--- config.mk ---
export PLATFORM = sky130hd
export DESIGN_NAME = count_wrap_monitor_flat
export DESIGN_NICKNAME = d
export VERILOG_FILES = /design/src/rtl/count_wrap_monitor_pkg.sv /design/src/rtl/count_wrap_monitor_if.sv /design/src/rtl/count_wrap_monitor_wrap_accum.sv /design/src/rtl/count_wrap_monitor.sv /design/src/flat_wrapper.sv
export SDC_FILE = /design/constraint.sdc
export NUM_CORES = 1
export LEC_CHECK = 0
export ABC_AREA = 1
export BUFFER_PORTS_ARGS = -buffer_cell sky130_fd_sc_hd__buf_4
export CAP_MARGIN = 20
export CORE_MARGIN = 4
export CORE_UTILIZATION = 35
export CTS_BUF_LIST = sky130_fd_sc_hd__clkbuf_8
export DETAILED_ROUTE_END_ITERATION = 10
export SYNTH_ARGS = -nofsm -noshare
export SYNTH_HDL_FRONTEND = slang
export SYNTH_SLANG_ARGS = --single-unit
--- constraint.sdc ---
create_clock -name clk -period 5.35 [get_ports clk]
set_input_delay 0.2675 -clock clk [delete_from_list [all_inputs] [get_ports clk]]
set_output_delay 0.2675 -clock clk [all_outputs]
set_load 0.01 [all_outputs]
--- src/rtl/count_wrap_monitor_pkg.sv ---
// Shared types and default sizes for the count wrap monitor.
// Holds the monitor FSM state enum, the step classification enum and the
// default widths that the top level and the testbench build against.
package count_mon_pkg;

   localparam int CNT_W_DEF       = 4;
   localparam int WRAP_W_DEF      = 8;
   localparam int STALL_LIMIT_DEF = 16;

   typedef enum logic [1:0] {
      SYNC,
      TRACK,
      ALARM
   } mon_state_t;

   typedef enum logic [2:0] {
      STEP_INC,
      STEP_WRAP,
      STEP_RST,
      STEP_HOLD,
      STEP_JUMP
   } step_t;

endpackage

--- src/rtl/count_wrap_monitor_if.sv ---
// Bundle between the monitor and whoever drives it.
// The master side feeds the counter sample, enable, threshold and ack;
// the slave side (the monitor) returns the pulse, count and flag outputs.
interface count_wrap_monitor_if #(
   parameter int CNT_W  = 4,
   parameter int WRAP_W = 8
);

   logic              en;
   logic [CNT_W-1:0]  count_in;
   logic [WRAP_W-1:0] wrap_thresh;
   logic              irq_ack;
   logic              wrap_pulse;
   logic [WRAP_W-1:0] wrap_count;
   logic              err_jump;
   logic              stall;
   logic              irq;

   modport master (
      output en, count_in, wrap_thresh, irq_ack,
      input  wrap_pulse, wrap_count, err_jump, stall, irq
   );

   modport slave (
      input  en, count_in, wrap_thresh, irq_ack,
      output wrap_pulse, wrap_count, err_jump, stall, irq
   );

endinterface

--- src/rtl/count_wrap_monitor_wrap_accum.sv ---
// Saturating wrap accumulator with threshold compare.
// A clear and an increment in the same cycle leave the count at one, so a
// wrap that coincides with an acknowledge is never lost. The threshold hit
// is evaluated on the value about to be stored so the owner can react in the
// same cycle the count changes.
module wrap_accum #(
   parameter int WRAP_W = 8
) (
   input  logic              clk,
   input  logic              reset,
   input  logic              clr,
   input  logic              inc,
   input  logic [WRAP_W-1:0] thresh,
   output logic [WRAP_W-1:0] count,
   output logic              hit
);

   localparam logic [WRAP_W-1:0] COUNT_MAX = '1;

   logic [WRAP_W-1:0] count_next;

   // Clear takes priority, then a pending increment is applied on top,
   // saturating at all ones.
   always_comb begin
      count_next = clr ? '0 : count;
      if (inc && (count_next != COUNT_MAX)) begin
         count_next = count_next + 1'b1;
      end
   end

   assign hit = (thresh != '0) && (count_next >= thresh);

   // Accumulator register, cleared by the active-low asynchronous reset.
   always_ff @(posedge clk or negedge reset) begin
      if (!reset) begin
         count <= '0;
      end else begin
         count <= count_next;
      end
   end

endmodule

--- src/rtl/count_wrap_monitor.sv ---
// Count wrap monitor: watches a free-running up counter, classifies each
// step (increment, wrap, upstream reset, hold, illegal jump), accumulates
// wraps and raises a level interrupt at a programmable threshold.
// Optional build macro STALL_DETECT_EN adds the held-count stall detector;
// without it the stall output is tied low and holds are harmless.
// Reset input 'reset' is asynchronous and active low.
module count_wrap_monitor
   import count_mon_pkg::*;
#(
   parameter int CNT_W       = CNT_W_DEF,
   parameter int WRAP_W      = WRAP_W_DEF,
   parameter int STALL_LIMIT = STALL_LIMIT_DEF
) (
   input logic                 clk,
   input logic                 reset,
   count_wrap_monitor_if.slave bus
);

   localparam logic [CNT_W-1:0] CNT_MAX = '1;
   localparam logic [CNT_W-1:0] CNT_ONE = CNT_W'(1);

   if (STALL_LIMIT < 2) begin : g_limit_check
      $error("count_wrap_monitor: STALL_LIMIT must be at least 2");
   end

   mon_state_t        state;
   mon_state_t        state_next;
   logic [CNT_W-1:0]  prev;
   logic [CNT_W-1:0]  prev_next;
   step_t             step;
   logic              classify;
   logic              wrap_det;
   logic              jump_det;
   logic              wrap_pulse_q;
   logic              err_jump_q;
   logic              err_next;
   logic              irq_q;
   logic              irq_next;
   logic [WRAP_W-1:0] wrap_count;
   logic              thresh_hit;

   // A step is only judged once a previous sample has been captured.
   assign classify = bus.en && (state != SYNC);
   assign wrap_det = classify && (step == STEP_WRAP);
   assign jump_det = classify && (step == STEP_JUMP);

   // The acknowledge clears the sticky flag first, so a jump seen in the
   // same cycle still leaves it set.
   assign err_next = (err_jump_q && !bus.irq_ack) || jump_det;

   // Classify the current sample against the previous one; the wrap case is
   // tested first because max->0 also looks like a +1 modulo the width.
   always_comb begin
      step = STEP_JUMP;
      if ((prev == CNT_MAX) && (bus.count_in == '0)) begin
         step = STEP_WRAP;
      end else if (bus.count_in == prev + CNT_ONE) begin
         step = STEP_INC;
      end else if (bus.count_in == prev) begin
         step = STEP_HOLD;
      end else if (bus.count_in == '0) begin
         step = STEP_RST;
      end
   end

   wrap_accum #(
      .WRAP_W (WRAP_W)
   ) u_wrap_accum (
      .clk    (clk),
      .reset  (reset),
      .clr    (bus.irq_ack),
      .inc    (wrap_det),
      .thresh (bus.wrap_thresh),
      .count  (wrap_count),
      .hit    (thresh_hit)
   );

   // Next-state logic. Dropping enable always forces a resync; leaving SYNC
   // returns to ALARM if an interrupt is still outstanding so the ack rules
   // stay consistent across an enable gap.
   always_comb begin
      state_next = state;
      prev_next  = prev;
      irq_next   = irq_q && !bus.irq_ack;
      case (state)
         SYNC: begin
            if (bus.en) begin
               prev_next  = bus.count_in;
               state_next = irq_next ? ALARM : TRACK;
            end
         end
         TRACK: begin
            if (!bus.en) begin
               state_next = SYNC;
            end else begin
               prev_next = bus.count_in;
               if (thresh_hit) begin
                  state_next = ALARM;
                  irq_next   = 1'b1;
               end
            end
         end
         ALARM: begin
            if (!bus.en) begin
               state_next = SYNC;
            end else begin
               prev_next = bus.count_in;
               if (bus.irq_ack) begin
                  state_next = TRACK;
               end
            end
         end
         default: begin
            state_next = SYNC;
         end
      endcase
   end

   // State, previous sample and registered flag outputs.
   always_ff @(posedge clk or negedge reset) begin
      if (!reset) begin
         state        <= SYNC;
         prev         <= '0;
         wrap_pulse_q <= 1'b0;
         err_jump_q   <= 1'b0;
         irq_q        <= 1'b0;
      end else begin
         state        <= state_next;
         prev         <= prev_next;
         wrap_pulse_q <= wrap_det;
         err_jump_q   <= err_next;
         irq_q        <= irq_next;
      end
   end

`ifdef STALL_DETECT_EN
   localparam int                    STALL_CW  = $clog2(STALL_LIMIT + 1);
   localparam logic [STALL_CW-1:0]   STALL_MAX = STALL_CW'(STALL_LIMIT);

   logic [STALL_CW-1:0] stall_cnt;
   logic [STALL_CW-1:0] stall_cnt_next;
   logic                stall_q;
   logic                sync_load;

   assign sync_load = bus.en && (state == SYNC);

   // Count consecutive held samples, saturating at the limit; any other
   // step or a fresh resync starts the run over.
   always_comb begin
      stall_cnt_next = stall_cnt;
      if (sync_load) begin
         stall_cnt_next = '0;
      end else if (classify) begin
         if (step != STEP_HOLD) begin
            stall_cnt_next = '0;
         end else if (stall_cnt != STALL_MAX) begin
            stall_cnt_next = stall_cnt + 1'b1;
         end
      end
   end

   // Stall run counter and its registered limit flag.
   always_ff @(posedge clk or negedge reset) begin
      if (!reset) begin
         stall_cnt <= '0;
         stall_q   <= 1'b0;
      end else begin
         stall_cnt <= stall_cnt_next;
         stall_q   <= (stall_cnt_next == STALL_MAX);
      end
   end

   assign bus.stall = stall_q;
`else
   assign bus.stall = 1'b0;
`endif

   assign bus.wrap_pulse = wrap_pulse_q;
   assign bus.wrap_count = wrap_count;
   assign bus.err_jump   = err_jump_q;
   assign bus.irq        = irq_q;

endmodule

--- src/flat_wrapper.sv ---
// flat-port wrapper written by rule: the top's interface ports become plain ports
module count_wrap_monitor_flat import count_mon_pkg::*;
#(
   parameter int CNT_W       = CNT_W_DEF,
   parameter int WRAP_W      = WRAP_W_DEF,
   parameter int STALL_LIMIT = STALL_LIMIT_DEF
)
  (clk, reset, bus_en, bus_count_in, bus_wrap_thresh, bus_irq_ack, bus_wrap_pulse, bus_wrap_count, bus_err_jump, bus_stall, bus_irq);
  count_wrap_monitor_if #(.CNT_W(CNT_W), .WRAP_W(WRAP_W)) bus_i ();
  input logic clk;
  input logic reset;
  input wire logic [$bits(bus_i.en)-1:0] bus_en;
  input wire logic [$bits(bus_i.count_in)-1:0] bus_count_in;
  input wire logic [$bits(bus_i.wrap_thresh)-1:0] bus_wrap_thresh;
  input wire logic [$bits(bus_i.irq_ack)-1:0] bus_irq_ack;
  output wire logic [$bits(bus_i.wrap_pulse)-1:0] bus_wrap_pulse;
  output wire logic [$bits(bus_i.wrap_count)-1:0] bus_wrap_count;
  output wire logic [$bits(bus_i.err_jump)-1:0] bus_err_jump;
  output wire logic [$bits(bus_i.stall)-1:0] bus_stall;
  output wire logic [$bits(bus_i.irq)-1:0] bus_irq;
  assign bus_i.en = bus_en;
  assign bus_i.count_in = bus_count_in;
  assign bus_i.wrap_thresh = bus_wrap_thresh;
  assign bus_i.irq_ack = bus_irq_ack;
  assign bus_wrap_pulse = bus_i.wrap_pulse;
  assign bus_wrap_count = bus_i.wrap_count;
  assign bus_err_jump = bus_i.err_jump;
  assign bus_stall = bus_i.stall;
  assign bus_irq = bus_i.irq;
  count_wrap_monitor #(.CNT_W(CNT_W), .WRAP_W(WRAP_W), .STALL_LIMIT(STALL_LIMIT)) u_core (.clk(clk), .reset(reset), .bus(bus_i));
endmodule
* Word-level counts from Yosys, hierarchy flattened
Index checks and enable logic that the tools add are counted.
** Storage, ports and cells
- Register bits after elaboration :: 17
- Input bits :: 16
- Output and inout bits :: 12
** Operators by class
- Add/subtract/negate cells :: 2
- $lt $le $gt $ge :: 1
- Equality and inequality tests :: 11
- Mux-type cells :: 16
- Reductions and logical operators :: 17
** Operator list (count)
- 8-bit 2-to-1 mux :: 2
- 2-bit 2-to-1 mux :: 6
- 3-bit 2-to-1 mux :: 4
- 8-bit by 1-bit adder with 8-bit output (second input constant) :: 1
- 4-bit == test :: 2
- 8-bit >= comparator :: 1
- 1-bit logical AND :: 8
- 8-bit inequality test (second input constant) :: 1
- 8-bit nonzero test :: 1
- 2-bit one-hot mux with 3 select lines :: 1
- 4-bit by 1-bit adder with 4-bit output (second input constant) :: 1
- 4-bit == test (second input constant) :: 1
- 4-bit zero test :: 1
- 3-bit by 1-bit == test with 1-bit output (second input constant) :: 1
- 3-bit == test (second input constant) :: 1
- 1-bit 2-to-1 mux :: 3
- 3-bit by 2-bit inequality test with 1-bit output (second input constant) :: 1
- 3-bit inequality test (second input constant) :: 1
- 3-bit AND reduction :: 1
- 3-bit OR reduction :: 1
- 2-bit by 1-bit == test with 1-bit output (second input constant) :: 1
- 2-bit == test (second input constant) :: 1
- 2-bit zero test :: 1
- 2-bit inequality test (second input constant) :: 1
- 4 further kinds :: 4

* Longest topological paths before layout
Gate-level depths: netlist of the first run.
- Word-level depth :: 14
- Mapped depth :: 21
- Gate-level depth less buffers :: 20

* Cells and area by module
From an unflattened synthesis of the first run, not the netlist that was laid out.
** Unflattened totals
- Cell total of the unflattened synthesis :: 200
- Area, all modules :: 1366.3 µm²
** Modules (own cells, without submodules)
- wrap_accum :: instances 1, cells an instance 111, area each 772.0 µm²
- count_wrap_monitor :: instances 1, cells an instance 89, area each 594.3 µm²

* Worst setup path before layout of the first run
No wires, ideal clock.
- Path type :: register to register
- Start point :: reg u_core.u_wrap_accum.count[0]
- End point :: reg u_core.state[1]
- Data arrival time :: 2.233 ns
- Data required time :: 5.233 ns
- Path slack :: 3.000 ns
- Cell stages (with the launch flop) :: 21
- Buffers on the path :: 1
- Path through :: dfrtp_1 > inv_1 > nor2_1 > ha_1 > nand4_2 > o21ai_2 > buf_6 > nand2_1 > nand2_1 > inv_1 > ha_1 > nand2_1 > nor2_1 > nor2_1 > nand2_1 > nand2_1 > nand2_1 > nand2_1 > nand2_1 > nand3_1 > nand2_1
** On the way
- Word-level cells in the longest chain between the ends :: 8
- Elaborated cells between the ends (all ways) :: 9
- Classes of those cells :: add/sub (1); order compare (1); eq/ne (2); mux (2); reduce/logical (3)
** Ends and longest elaborated chain
- start, declared :: line count_wrap_monitor_wrap_accum.sv:14 : output logic [WRAP_W-1:0] count,
- start signal, assigned :: line count_wrap_monitor_wrap_accum.sv:38 : count <= count_next;
- 8-bit 2-to-1 mux * :: line count_wrap_monitor_wrap_accum.sv:25 : count_next = clr ? '0 : count;
- branches (longest 2 deep; another with 8-bit by 1-bit adder with 8-bit output)
- 8-bit 2-to-1 mux * :: line count_wrap_monitor_wrap_accum.sv:26 : if (inc && (count_next != COUNT_MAX)) begin
- named net u_core.u_wrap_accum.count_next[3] :: line count_wrap_monitor_wrap_accum.sv:20 : logic [WRAP_W-1:0] count_next;
- 8-bit >= comparator * :: line count_wrap_monitor_wrap_accum.sv:31 : assign hit = (thresh != '0) && (count_next >= thresh);
- 1-bit logical AND * :: line count_wrap_monitor_wrap_accum.sv:31
- 3-bit by 2-bit inequality test with 1-bit output (no source line) *
- 3-bit AND reduction (no source line) *
- end signal, assigned :: line count_wrap_monitor.sv:128 : state <= state_next;
- end, declared :: line count_wrap_monitor.sv:26 : mon_state_t state;
Mark *: on every way through the listed nets, which the timed path passes.
A chain may end at the register's enable or synchronous reset.

* Worst setup path after layout of the first run
Same ends and word-level chain as after synthesis.

==> impl_table.tex, run 1 <==
\begin{tabular}{lr}
\hline
Metric & Value \\
\hline
\multicolumn{2}{l}{\textbf{Outcome}} \\
\quad Outcome & finished, final reports clean \\
\multicolumn{2}{l}{\textbf{STA}} \\
\quad Setup repair after global routing missed its margin & false \\
\quad Number of endpoints with negative hold slack in the final report & 0 \\
\quad Tightest slew margin relative to the limit & 62.1\% \\
\quad Setup Skew & 0.00205 ns \\
\quad Final-report max-slew violation count & 0 \\
\quad Worst-case setup margin in the final layout & 2.55 ns \\
\quad Slew at the pin closest to its max-slew limit & 0.568 ns \\
\quad Final total negative setup slack & 0 ns \\
\quad Post-route minimum period & 2.80 ns \\
\quad Final-report setup violation count & 0 \\
\quad Share of the cycle needed by the critical path after routing & 52.4\% \\
\quad Highest clock rate & 357 MHz \\
\multicolumn{2}{l}{\textbf{Die}} \\
\quad Vertical extent of the die & 69.3 um \\
\quad Overall die area & 0.00481 mm\^{}2 \\
\quad I/O pins & 28 \\
\quad Starting Density & 36.0\% \\
\quad Row count & 22 \\
\quad Floorplan Core Area & 0.00366 mm\^{}2 \\
\quad Horizontal extent of the die & 69.3 um \\
\multicolumn{2}{l}{\textbf{Worst hold path}} \\
\quad Hold\_sp & bus\_count\_in[3] \\
\quad Hold Path Class & in -> reg \\
\multicolumn{2}{l}{\textbf{Setup path}} \\
\quad Crit Path Class & reg -> reg \\
\quad Required time reported for the critical path endpoint & 5.50 ns \\
\quad Critical Path Source Type & flop \\
\quad Arr. time, crit path & 2.95 ns \\
\quad Launch instance of the worst register-to-register path & u\_core.u\_wrap\_accum.count[0] \\
\quad Cells along the critical path & inv\_1, nor2\_1, ha\_1, nand4\_2, o21ai\_2, inv\_1, nand2\_1, nand2\_1, inv\_1, ha\_1, nand2\_1, nor2\_1, nor2\_1, nand2\_1, nand2\_1, nand2\_1, nand2\_1, nand2\_1, nand3\_1, nand2\_1 \\
\quad Slowest CP cell & sky130\_fd\_sc\_hd\_\_o21ai\_2 \\
\quad Setup crit start & u\_core.u\_wrap\_accum.count[0] \\
\quad Most frequent cell on the critical path & sky130\_fd\_sc\_hd\_\_nand2\_1 \\
\quad Crit path max fanout & 12 \\
\quad Slowest stage delay, CP & 0.49 ns \\
\quad Critical path endpoint category & flop \\
\multicolumn{2}{l}{\textbf{CTS}} \\
\quad Clk Tree Root Cell & sky130\_fd\_sc\_hd\_\_clkbuf\_8 \\
\quad Clock tree from TritonCTS & built \\
\quad Clock-pin slew of the registers on the worst-case setup and hold paths & 0.07 ns \\
\quad Number of H-tree branching levels & 1 \\
\quad Total of cells resized after clock tree synthesis & 0 \\
\quad Number of sinks on the clock net & 17 \\
\quad TritonCTS Buffers & 3 \\
\quad Later-pin clock latency in the skew report & 0.25 ns \\
\quad Deepest clock path buffer count & 2 \\
\multicolumn{2}{l}{\textbf{Finish}} \\
\quad Share of the core filled with cells in the final layout & 43.7\% \\
\quad Total area of multi-input combinational cells & 717 um\^{}2 \\
\quad Fraction of layout instances using a drive strength above 1 & 19.8\% \\
\quad Syn-to-layout area delta & 21.6\% \\
\quad Number of diodes added for antenna fixing & 0 \\
\quad Final net count & 234 \\
\quad Sequential Area & 425 um\^{}2 \\
\quad Layout fillers & 389 \\
\multicolumn{2}{l}{\textbf{Synth}} \\
\quad Avg Synthesized Cell Area & 7.35 um\^{}2 \\
\quad Library cells used by synthesis & 28 \\
\quad Share of the yosys chip area belonging to registers & 32.3\% \\
\quad Number of flip-flops and latches in the synthesized netlist & 17 \\
\quad Number of enable-type register cells in the synthesized netlist & 0 \\
\quad Top post-synthesis cells by area & sky130\_fd\_sc\_hd\_\_dfrtp\_1, sky130\_fd\_sc\_hd\_\_nand2\_1, sky130\_fd\_sc\_hd\_\_inv\_1, sky130\_fd\_sc\_hd\_\_ha\_1, sky130\_fd\_sc\_hd\_\_xor2\_1 \\
\quad Proportion of netlist area held by the largest area contributor & 32.3\% \\
\quad Synth Warn \# & 0 \\
\quad Top cells by count, synth & sky130\_fd\_sc\_hd\_\_nand2\_1, sky130\_fd\_sc\_hd\_\_inv\_1, sky130\_fd\_sc\_hd\_\_dfrtp\_1 \\
\quad Top cell type by total area after synthesis & sky130\_fd\_sc\_hd\_\_dfrtp\_1 \\
\quad Async set-reset flop share out of synthesis & 100\% \\
\quad Area of the mapped netlist & 0.00132 mm\^{}2 \\
\quad Number of nets in the synthesized netlist & 205 \\
\quad Number of instances in the synthesized netlist & 179 \\
\quad Leading register cell type out of synthesis & sky130\_fd\_sc\_hd\_\_dfrtp\_1 \\
\quad Leading cell type by number of instances after synthesis & sky130\_fd\_sc\_hd\_\_nand2\_1 \\
\multicolumn{2}{l}{\textbf{Power and ir drop}} \\
\quad Leakage & 0.892 nW \\
\quad P\_sw & 0.122 mW \\
\quad Comb power frac & 29.9\% \\
\quad Clk pwr share & 26.7\% \\
\quad Switching share of total power & 33.1\% \\
\quad Sequential group share of total power & 43.3\% \\
\quad Power Internal & 0.247 mW \\
\quad IR drop worst, VDD & 0.0925 mV \\
\quad Power density of the placed cells & 231 mW/mm\^{}2 \\
\multicolumn{2}{l}{\textbf{Placement}} \\
\quad Half-perimeter wire length of the detailed placement result & 2130 um \\
\quad Port Buffers & 26 \\
\quad Pre-CTS worst setup slack & 2.51 ns \\
\quad Global placement routability congestion & 0.792 \\
\multicolumn{2}{l}{\textbf{GRT}} \\
\quad Global Route Usage Sum & 11.0\% \\
\quad Number of antenna violations at the first check in global routing & 0 \\
\quad Number of global-route vias before repair & 1,018 \\
\quad Wire length of the first global-routing pass & 4330 um \\
\quad Largest net degree at the start of global routing & 18 \\
\quad Gr ovfl total & 0 \\
\multicolumn{2}{l}{\textbf{Routing}} \\
\quad Final Routed Wirelength & 2590 um \\
\quad DR DRC count & 0 \\
\quad DR vias & 1,118 \\
\quad Via density & 4.38 \\
\quad Drt first-iter violations & 40 \\
\quad Detailed-router iteration count before antenna repair & 4 \\
\quad WL/cell & 10.1 um \\
\quad Final antenna-violating net count & 0 \\
\multicolumn{2}{l}{\textbf{Run}} \\
\quad Number of violations of the max-capacitance limit & 0 \\
\hline
\end{tabular}
power by group through the flow:
stage / combinational [mW] / clock (mW) / sequential, mW
final: 0.110 / 0.0986 / 0.160
after global routing: 0.130 / 0.106 / 0.162
after CTS: 0.112 / 0.101 / 0.160
after detailed placement: 0.111 / 0 / 0.162
after global placement: 0.111 / 0 / 0.162
after floorplan: 0.0784 / 0 / 0.162
layer usage:
layer | vias up | global-route usage, % | routed length [um]
li1 | 608 | - | -
met1 | 479 | 15.5 | 1310
met2 | 27 | 16.7 | 1110
met3 | 4 | 1.45 | 123
met4 | 0 | 5.21 | 43
met5 | - | 0 | 0
kinds of logic (layout without fill, tap and decap cells):
family / after synthesis / in the layout / share of synthesized area [%]
AND/OR/NAND/NOR: 81 / 81 / 28.6
AO/OA/AOI/OAI: 18 / 18 / 8.08
buffers and inverters: 40 / 68 / 13.2
flip-flops: 17 / 17 / 32.3
adder cells (fa/ha/maj): 10 / 10 / 9.51
other: 1 / 1 / 0.285
XOR/XNOR: 12 / 12 / 7.98
repair_timing:
action                                 CTS  global route
buffers inserted                         0             0
endpoints found under the hold margin   17             0
setup endpoints to repair                0             0
hold buffers                             1             0
sequential cells by signal, indices dropped and copies added (netlist names):
signal                     count
u_core.bus.wrap_pulse          1
u_core.state                   2
u_core.u_wrap_accum.count      8
u_core.bus.err_jump            1
u_core.bus.irq                 1
u_core.prev                    4
worst paths after layout:
check	to	slack, ns	depth (start not counted)
setup / recovery	u_core.state[1]	2.55	20
hold / removal	u_core.prev[3]	0.32	3
setup reg to reg	u_core.state[1]	2.55	20
hold reg to reg	u_core.bus.err_jump	0.49	2
max in group asynchronous	u_core.u_wrap_accum.count[5]	4.75	2
min in group asynchronous	u_core.u_wrap_accum.count[6]	0.42	2
final cells by class:
cell class / instances / area share, %
clock buffers: 3 / 2.58
clock inverters: 1 / 0.469
inverters: 37 / 8.99
multi-input cells: 122 / 44.8
flip-flops and latches: 17 / 26.6
well taps: 48 / 3.75
repair buffers: 27 / 12.8
critical path, delay by kind of cell (launching register included):
family,cells,cell delay [ns]
AND/OR/NAND/NOR,14,1.09
adder cells (fa/ha/maj),2,0.49
AO/OA/AOI/OAI,1,0.49
flip-flops,1,0.35
buffers and inverters,3,0.30
metrics by stage:
step | area, um^2 | hold WS (ns) | total power, mW | std cells
finish | 1600 | 0.317 | 0.369 | 255
global route | 1600 | 0.350 | 0.398 | 255
CTS | 1600 | 0.317 | 0.373 | 255
detailed placement | 1540 | 0.144 | 0.273 | 250
global placement | 1540 | 0.144 | 0.273 | 250
floorplan | 1320 | -0.0281 | 0.240 | 179
layout by cell type (no fill, tap or decap), types with 2 or more instances in the layout:
cell	count
sky130_fd_sc_hd__o21ai_0	9
sky130_fd_sc_hd__nand2_1	44
sky130_fd_sc_hd__xor2_1	7
sky130_fd_sc_hd__xnor2_1	5
sky130_fd_sc_hd__nor2_1	16
sky130_fd_sc_hd__nand4_1	3
sky130_fd_sc_hd__nand3_1	7
sky130_fd_sc_hd__dfrtp_1	17
sky130_fd_sc_hd__nor3_1	3
sky130_fd_sc_hd__a21oi_1	2
sky130_fd_sc_hd__inv_1	36
sky130_fd_sc_hd__nand2_4	2
sky130_fd_sc_hd__ha_1	10
sky130_fd_sc_hd__o21ai_1	2
sky130_fd_sc_hd__buf_4	26
sky130_fd_sc_hd__o21ai_2	2
sky130_fd_sc_hd__clkbuf_8	3
Note: power is estimated with default switching activity, not from simulation.
==> inputs of run 2 (changes only) <==
==> constraint.sdc (replaced) <==
create_clock -name clk -period 2.4 [get_ports clk]
set_input_delay 0.12 -clock clk [delete_from_list [all_inputs] [get_ports clk]]
set_output_delay 0.12 -clock clk [all_outputs]
set_load 0.01 [all_outputs]
==> run 2 against run 1 <==
Non-clock buffer count rose by 18; sequential cell count did not move; cell count rose by 7.1%; wire length rose by 14%; sequential power rose by 120%; clock power rose by 130%; critical path depth fell by 1; critical path type unchanged; clock skew rose by 0.0028 ns; clock-buffer cell count did not move; first-iteration DRC count rose by 33%; setup slack got worse by 2.5 ns; combinational power rose to 2.7 times the previous value.
==> impl_table.tex, run 2 (same netlist as run 1, synthesis figures left out) <==
\begin{tabular}{lr}
\hline
Metric & Value \\
\hline
\multicolumn{2}{l}{\textbf{GRT}} \\
\quad Wire length of the first global-routing pass & 4950 um (+14\%) \\
\quad Global Route Usage Sum & 12.9\% (+1.9 points) \\
\quad Number of global-route vias before repair & 1,078 (+5.9\%) \\
\quad Largest net degree at the start of global routing & 18 (unchanged) \\
\quad Gr ovfl total & 0 (unchanged) \\
\quad Number of antenna violations at the first check in global routing & 0 (unchanged) \\
\multicolumn{2}{l}{\textbf{CTS}} \\
\quad Clk Tree Root Cell & sky130\_fd\_sc\_hd\_\_clkbuf\_8 \\
\quad Later-pin clock latency in the skew report & 0.26 ns (about the same) \\
\quad Clock tree from TritonCTS & built \\
\quad Number of H-tree branching levels & 1 (unchanged) \\
\quad TritonCTS Buffers & 3 (unchanged) \\
\quad Number of sinks on the clock net & 17 (unchanged) \\
\quad Clock-pin slew of the registers on the worst-case setup and hold paths & 0.07 ns (about the same) \\
\quad Deepest clock path buffer count & 2 (unchanged) \\
\multicolumn{2}{l}{\textbf{Placement}} \\
\quad Port Buffers & 26 (unchanged) \\
\quad Placed cells & 262 (+4.8\%) \\
\quad Pre-CTS worst setup slack & -0.0367 ns (-2.55 ns) \\
\quad Global placement routability congestion & 0.790 (-0.20\%) \\
\quad Dpl cell area & 0.00163 mm\^{}2 (+5.8\%) \\
\quad Half-perimeter wire length of the detailed placement result & 2330 um (+9.3\%) \\
\multicolumn{2}{l}{\textbf{Power and ir drop}} \\
\quad Power density of the placed cells & 462 mW/mm\^{}2 (+100\%) \\
\quad Final Total Pwr & 0.876 mW (+140\%) \\
\quad P\_sw & 0.295 mW (+140\%) \\
\quad Sequential group share of total power & 40.5\% (-2.8 points) \\
\quad Switching share of total power & 33.7\% (+0.58 points) \\
\quad Leakage & 0.998 nW (+12\%) \\
\quad Power Internal & 0.580 mW (+140\%) \\
\quad Clk pwr share & 25.3\% (-1.4 points) \\
\quad IR drop worst, VDD & 0.214 mV (+130\%) \\
\quad Comb power frac & 34.2\% (+4.3 points) \\
\multicolumn{2}{l}{\textbf{STA}} \\
\quad Worst hold margin & 0.172 ns (-0.146 ns) \\
\quad Share of the cycle needed by the critical path after routing & 98.5\% (+46 points) \\
\quad Number of endpoints with negative hold slack in the final report & 0 (unchanged) \\
\quad Post-route minimum period & 2.36 ns (-0.438 ns) \\
\quad Worst-case setup margin in the final layout & 0.0350 ns (-2.51 ns) \\
\quad Final total negative setup slack & 0 ns (unchanged) \\
\quad Final-report setup violation count & 0 (unchanged) \\
\quad Setup repair after global routing missed its margin & true \\
\quad Setup Skew & 0.00486 ns (+0.00282 ns) \\
\quad Highest clock rate & 423 MHz (+19\%) \\
\quad Final-report max-slew violation count & 0 (unchanged) \\
\multicolumn{2}{l}{\textbf{Setup path}} \\
\quad Required time reported for the critical path endpoint & 2.55 ns (-2.95 ns) \\
\quad Crit path max fanout & 5 (-7) \\
\quad Arr. time, crit path & 2.52 ns (-0.43 ns) \\
\quad Critical path endpoint category & flop \\
\quad Internal reg-to-reg setup slack & 0.04 ns (-2.51 ns) \\
\quad Depth of the worst register-to-register path & 19 (-5.0\%) \\
\quad Crit Path Class & reg -> reg \\
\quad Critical Path Source Type & flop \\
\multicolumn{2}{l}{\textbf{Worst hold path}} \\
\quad Hold Path Class & in -> reg \\
\quad Number of stages on the worst hold path & 3 (unchanged) \\
\multicolumn{2}{l}{\textbf{Run}} \\
\quad Number of violations of the max-capacitance limit & 0 (unchanged) \\
\multicolumn{2}{l}{\textbf{Finish}} \\
\quad Number of diodes added for antenna fixing & 0 (unchanged) \\
\quad Leading cell types in the layout, fill and taps excluded & sky130\_fd\_sc\_hd\_\_buf\_4, sky130\_fd\_sc\_hd\_\_nand2\_1, sky130\_fd\_sc\_hd\_\_inv\_1 \\
\quad Registers with the most flip-flops & u\_core.u\_wrap\_accum.count (8), u\_core.prev (4), u\_core.state (2) \\
\quad Final cell count without fillers & 273 (+7.1\%) \\
\quad Fraction of layout instances using a drive strength above 1 & 36.4\% (+17 points) \\
\quad Most common library cell in the layout ignoring fill and taps & sky130\_fd\_sc\_hd\_\_buf\_4 \\
\quad Flip-flop count of the largest register after layout & 8 (unchanged) \\
\quad Syn-to-layout area delta & 43.9\% \\
\quad Summed area of non-filler cells in the final layout & 0.00189 mm\^{}2 (+18\%) \\
\quad Most flops, register & u\_core.u\_wrap\_accum.count \\
\quad Final net count & 252 (+7.7\%) \\
\quad Share of the core filled with cells in the final layout & 51.7\% (+8.0 points) \\
\multicolumn{2}{l}{\textbf{Outcome}} \\
\quad Outcome & finished, final reports clean \\
\multicolumn{2}{l}{\textbf{Die}} \\
\quad Starting Density & 36.0\% (unchanged) \\
\quad Row count & 22 (unchanged) \\
\quad Vertical extent of the die & 69.3 um (unchanged) \\
\quad Overall die area & 0.00481 mm\^{}2 (unchanged) \\
\quad I/O pins & 28 (unchanged) \\
\quad Floorplan Core Area & 0.00366 mm\^{}2 (unchanged) \\
\quad Horizontal extent of the die & 69.3 um (unchanged) \\
\multicolumn{2}{l}{\textbf{Routing}} \\
\quad DR vias & 1,201 (+7.4\%) \\
\quad Final antenna-violating net count & 0 (unchanged) \\
\quad Detailed-router iteration count before antenna repair & 4 (unchanged) \\
\quad Drt first-iter violations & 53 (+33\%) \\
\quad Final Routed Wirelength & 2950 um (+14\%) \\
\quad DR DRC count & 0 (unchanged) \\
\quad Via density & 4.40 (+0.34\%) \\
\quad WL/cell & 10.8 um (+6.7\%) \\
\hline
\end{tabular}
-- run 2: cell types whose count changed in the layout (fill, tap and decap cells not counted), moves of 2 or more --
cell	before	now
sky130_fd_sc_hd__a21oi_1	2	0
sky130_fd_sc_hd__ha_4	0	6
sky130_fd_sc_hd__inv_1	36	32
sky130_fd_sc_hd__a21oi_2	1	3
sky130_fd_sc_hd__nor2_2	1	4
sky130_fd_sc_hd__nand2_1	44	40
sky130_fd_sc_hd__nor2_1	16	12
sky130_fd_sc_hd__buf_6	0	3
sky130_fd_sc_hd__nand2_2	1	5
sky130_fd_sc_hd__inv_2	0	4
sky130_fd_sc_hd__ha_1	10	3
sky130_fd_sc_hd__buf_4	26	41
-- run 2: critical path: stages (launching register included) --
cell and delay (ns):
sky130_fd_sc_hd__dfrtp_1 0.35, sky130_fd_sc_hd__inv_1 0.05, sky130_fd_sc_hd__nor2_2 0.13, sky130_fd_sc_hd__ha_2 0.22, sky130_fd_sc_hd__nand4_4 0.09, sky130_fd_sc_hd__o21ai_4 0.23
sky130_fd_sc_hd__buf_6 0.16, sky130_fd_sc_hd__xnor2_4 0.11, sky130_fd_sc_hd__inv_2 0.07, sky130_fd_sc_hd__ha_4 0.23, sky130_fd_sc_hd__nand2_2 0.06, sky130_fd_sc_hd__nor2_2 0.04
sky130_fd_sc_hd__nor2_1 0.09, sky130_fd_sc_hd__nand2_1 0.05, sky130_fd_sc_hd__nand2_1 0.05, sky130_fd_sc_hd__nand2_1 0.04, sky130_fd_sc_hd__nand2_1 0.07, sky130_fd_sc_hd__nand2_1 0.06
sky130_fd_sc_hd__nand3_1 0.09, sky130_fd_sc_hd__nand2_1 0.05
-- run 2: worst paths after layout --
path,from,endpoint
max reg2reg,u_core.u_wrap_accum.count[1],u_core.state[1]
min in group asynchronous,reset,u_core.bus.wrap_pulse
min reg2reg,u_core.bus.err_jump,u_core.bus.err_jump
min,bus_count_in[3],u_core.prev[3]
max in group asynchronous,reset,u_core.u_wrap_accum.count[7]
max,u_core.u_wrap_accum.count[1],u_core.state[1]
-- run 2: routing by layer --
layer  GRT usage, %  vias up  wire (um)
li1               -      639          -
met1           18.2      538       1440
met2           18.3       20       1320
met3           2.03        4        117
met4           7.81        0         80
met5              0        -          0
-- run 2: layout make-up --
type,count,area (um^2)
clock buffer,3,41.3
clock inverter,1,5.00
fill,368,1770
inverter,37,144
multi-input combinational,122,867
sequential,17,425
tap,48,60.1
timing repair buffer,45,352
-- run 2: repair_timing --
action,CTS,global route
gates resized for setup,6,26
hold buffers,1,0
endpoints found under the setup margin,2,3
endpoints found under the hold margin,17,0
pin swaps,2,19
buffers inserted,1,5
-- run 2: power groups by stage --
stage	logic, mW	registers [mW]	clock network, mW
finish	0.299	0.355	0.222
global route	0.343	0.361	0.243
CTS	0.272	0.350	0.231
detailed placement	0.269	0.355	0
global placement	0.267	0.356	0
floorplan	0.175	0.361	0
==> inputs of run 3 (changes only) <==
--- a/config.mk
+++ b/config.mk
@@ -10,8 +10,8 @@
 export CAP_MARGIN = 20
 export CORE_MARGIN = 4
 export CORE_UTILIZATION = 35
-export CTS_BUF_LIST = sky130_fd_sc_hd__clkbuf_8
 export DETAILED_ROUTE_END_ITERATION = 10
+export GPL_TIMING_DRIVEN = 0
 export SYNTH_ARGS = -nofsm -noshare
 export SYNTH_HDL_FRONTEND = slang
 export SYNTH_SLANG_ARGS = --single-unit
==> run 3 against run 2 <==
Total power increased by 2.2%; combinational power increased by 5%; non-clock buffer count unchanged; hold slack got worse by 0.0072 ns; clock skew decreased by 0.0023 ns; cell count unchanged; sequential cell count unchanged; global-route usage decreased by 1.1 points; wire length increased by 1.5%; clock-buffer cell count unchanged; largest power group unchanged; die area unchanged; fmax increased by 1.9%; critical endpoint unchanged.
==> impl_table.tex, run 3 (same netlist as run 1, synthesis figures left out) <==
\begin{tabular}{lr}
\hline
Metric & Value \\
\hline
\multicolumn{2}{l}{\textbf{Finish}} \\
\quad Summed area of non-filler cells in the final layout & 0.00195 mm\^{}2 (+2.8\%) \\
\quad Fraction of layout instances using a drive strength above 1 & 40.9\% (+4.4 points) \\
\quad Final cell count without fillers & 273 (unchanged) \\
\quad Number of diodes added for antenna fixing & 0 (unchanged) \\
\quad Most common library cell in the layout ignoring fill and taps & sky130\_fd\_sc\_hd\_\_buf\_4 \\
\quad Syn-to-layout area delta & 47.9\% \\
\quad Registers with the most flip-flops & u\_core.u\_wrap\_accum.count (8), u\_core.prev (4), u\_core.state (2) \\
\quad Share of the core filled with cells in the final layout & 53.2\% (+1.4 points) \\
\quad Most flops, register & u\_core.u\_wrap\_accum.count \\
\quad Flip-flop count of the largest register after layout & 8 (unchanged) \\
\quad Leading cell types in the layout, fill and taps excluded & sky130\_fd\_sc\_hd\_\_buf\_4, sky130\_fd\_sc\_hd\_\_nand2\_1, sky130\_fd\_sc\_hd\_\_inv\_1 \\
\quad Final net count & 252 (unchanged) \\
\multicolumn{2}{l}{\textbf{Worst hold path}} \\
\quad Number of stages on the worst hold path & 3 (unchanged) \\
\quad Hold Path Class & in -> reg \\
\quad Hold\_sp & bus\_count\_in[2] \\
\quad Hold Path End & u\_core.prev[2] \\
\multicolumn{2}{l}{\textbf{CTS}} \\
\quad Number of sinks on the clock net & 17 (unchanged) \\
\quad Clk Tree Root Cell & sky130\_fd\_sc\_hd\_\_clkbuf\_8 \\
\quad TritonCTS Buffers & 3 (unchanged) \\
\quad Number of H-tree branching levels & 1 (unchanged) \\
\quad Clock-pin slew of the registers on the worst-case setup and hold paths & 0.08 ns (about the same) \\
\quad Deepest clock path buffer count & 2 (unchanged) \\
\quad Later-pin clock latency in the skew report & 0.25 ns (about the same) \\
\quad Clock tree from TritonCTS & built \\
\multicolumn{2}{l}{\textbf{Setup path}} \\
\quad Required time reported for the critical path endpoint & 2.55 ns (about the same) \\
\quad Crit path max fanout & 5 (unchanged) \\
\quad Arr. time, crit path & 2.47 ns (-0.05 ns) \\
\quad Critical path endpoint category & flop \\
\quad Depth of the worst register-to-register path & 18 (-1) \\
\quad Internal reg-to-reg setup slack & 0.08 ns (+0.04 ns) \\
\quad Crit Path Class & reg -> reg \\
\quad Launch instance of the worst register-to-register path & u\_core.u\_wrap\_accum.count[0] \\
\quad Endpoint of the worst register-to-register path & u\_core.state[1] \\
\quad Critical Path Source Type & flop \\
\multicolumn{2}{l}{\textbf{Power and ir drop}} \\
\quad Leakage & 1.00 nW (+0.17\%) \\
\quad IR drop worst, VDD & 0.207 mV (-3.0\%) \\
\quad Power density of the placed cells & 460 mW/mm\^{}2 (-0.55\%) \\
\quad Final Total Pwr & 0.895 mW (+2.2\%) \\
\multicolumn{2}{l}{\textbf{STA}} \\
\quad Share of the cycle needed by the critical path after routing & 96.7\% (-1.8 points) \\
\quad Post-route minimum period & 2.32 ns (-0.0432 ns) \\
\quad Highest clock rate & 431 MHz (+1.9\%) \\
\quad Final total negative setup slack & 0 ns (unchanged) \\
\quad Number of endpoints with negative hold slack in the final report & 0 (unchanged) \\
\quad Final-report setup violation count & 0 (unchanged) \\
\quad Setup repair after global routing missed its margin & true \\
\quad Worst hold margin & 0.164 ns (-0.00715 ns) \\
\quad Worst-case setup margin in the final layout & 0.0782 ns (+0.0432 ns) \\
\quad Setup Skew & 0.00257 ns (-0.00229 ns) \\
\quad Final-report max-slew violation count & 0 (unchanged) \\
\multicolumn{2}{l}{\textbf{Routing}} \\
\quad WL/cell & 11.0 um (+1.5\%) \\
\quad Drt first-iter violations & 33 (-38\%) \\
\quad DR DRC count & 0 (unchanged) \\
\quad DR vias & 1,202 (+0.083\%) \\
\quad Final Routed Wirelength & 3000 um (+1.5\%) \\
\quad Detailed-router iteration count before antenna repair & 2 (-2) \\
\quad Final antenna-violating net count & 0 (unchanged) \\
\quad Via density & 4.40 (about the same) \\
\multicolumn{2}{l}{\textbf{Placement}} \\
\quad Global placement routability congestion & 0.807 (+2.1\%) \\
\quad Half-perimeter wire length of the detailed placement result & 2140 um (-8.4\%) \\
\quad Port Buffers & 25 (-3.8\%) \\
\quad Placed cells & 252 (-3.8\%) \\
\quad Dpl cell area & 0.00156 mm\^{}2 (-4.1\%) \\
\quad Pre-CTS worst setup slack & -0.142 ns (-0.105 ns) \\
\multicolumn{2}{l}{\textbf{Die}} \\
\quad Floorplan Core Area & 0.00366 mm\^{}2 (unchanged) \\
\quad Horizontal extent of the die & 69.3 um (unchanged) \\
\quad Vertical extent of the die & 69.3 um (unchanged) \\
\quad Overall die area & 0.00481 mm\^{}2 (unchanged) \\
\quad I/O pins & 28 (unchanged) \\
\quad Starting Density & 36.0\% (unchanged) \\
\quad Row count & 22 (unchanged) \\
\multicolumn{2}{l}{\textbf{GRT}} \\
\quad Largest net degree at the start of global routing & 18 (unchanged) \\
\quad Number of antenna violations at the first check in global routing & 0 (unchanged) \\
\quad Number of global-route vias before repair & 1,109 (+2.9\%) \\
\quad Gr ovfl total & 0 (unchanged) \\
\quad Wire length of the first global-routing pass & 4760 um (-3.8\%) \\
\quad Global Route Usage Sum & 11.9\% (-1.1 points) \\
\multicolumn{2}{l}{\textbf{Outcome}} \\
\quad Outcome & finished, final reports clean \\
\multicolumn{2}{l}{\textbf{Run}} \\
\quad Number of violations of the max-capacitance limit & 0 (unchanged) \\
\hline
\end{tabular}
-- run 3: worst max path at each step --
stage | from | slack, ns | to
global route | u_core.u_wrap_accum.count[0] | -0.08 | u_core.state[1]
CTS | u_core.prev[0] | 0.003 | u_core.state[1]
global placement | u_core.u_wrap_accum.count[0] | -0.16 | u_core.state[1]
floorplan | u_core.u_wrap_accum.count[0] | 0.05 | u_core.state[1]
detailed placement | u_core.u_wrap_accum.count[0] | -0.14 | u_core.state[1]
finish | u_core.u_wrap_accum.count[0] | 0.08 | u_core.state[1]
-- run 3: what timing repair did --
item | in CTS | in global routing
hold buffers | 1 | 0
resized for setup | 8 | 37
cloned | 1 | 0
setup endpoints to repair | 3 | 3
pin swaps | 3 | 23
hold endpoints to repair | 17 | 0
buffers inserted | 6 | 9
-- run 3: cell type report --
class | count | area [um^2]
Fill cell | 363 | 1710
Multi-Input combinational cell | 122 | 910
Sequential cell | 17 | 425
Timing Repair Buffer | 42 | 329
Inverter | 37 | 144
Tap cell | 48 | 60.1
Clock buffer | 3 | 41.3
Buffer | 3 | 30.0
Clock inverter | 1 | 7.51
-- run 3: per-layer routing --
metal / track usage, % / vias to the layer above / part of all wire [%]
met1: 16.7 / 542 / 49
met2: 19.0 / 17 / 48
met4: 3.90 / 0 / 1.1
met5: 0 / - / 0
met3: 1.16 / 2 / 2.2
li1: - / 641 / -
-- run 3: where the power goes --
group          switching (mW)  total (mW)  internal [mW]
sequential             0.0251       0.351          0.326
clock                   0.112       0.228          0.117
combinational           0.172       0.315          0.143
-- run 3: critical path: stages, from the launching register on --
cell	delay, ns
sky130_fd_sc_hd__dfrtp_1	0.38
sky130_fd_sc_hd__inv_2	0.07
sky130_fd_sc_hd__nor2_4	0.11
sky130_fd_sc_hd__ha_4	0.16
sky130_fd_sc_hd__nand4_4	0.10
sky130_fd_sc_hd__o21ai_4	0.22
sky130_fd_sc_hd__buf_6	0.15
sky130_fd_sc_hd__buf_6	0.09
sky130_fd_sc_hd__o21ai_2	0.04
sky130_fd_sc_hd__nand2_1	0.06
sky130_fd_sc_hd__inv_2	0.05
sky130_fd_sc_hd__ha_4	0.21
sky130_fd_sc_hd__a21oi_2	0.13
sky130_fd_sc_hd__o21a_1	0.13
sky130_fd_sc_hd__nand2_1	0.06
sky130_fd_sc_hd__nand2_2	0.07
sky130_fd_sc_hd__nand2_2	0.06
sky130_fd_sc_hd__nand3_2	0.08
sky130_fd_sc_hd__nand2_1	0.05
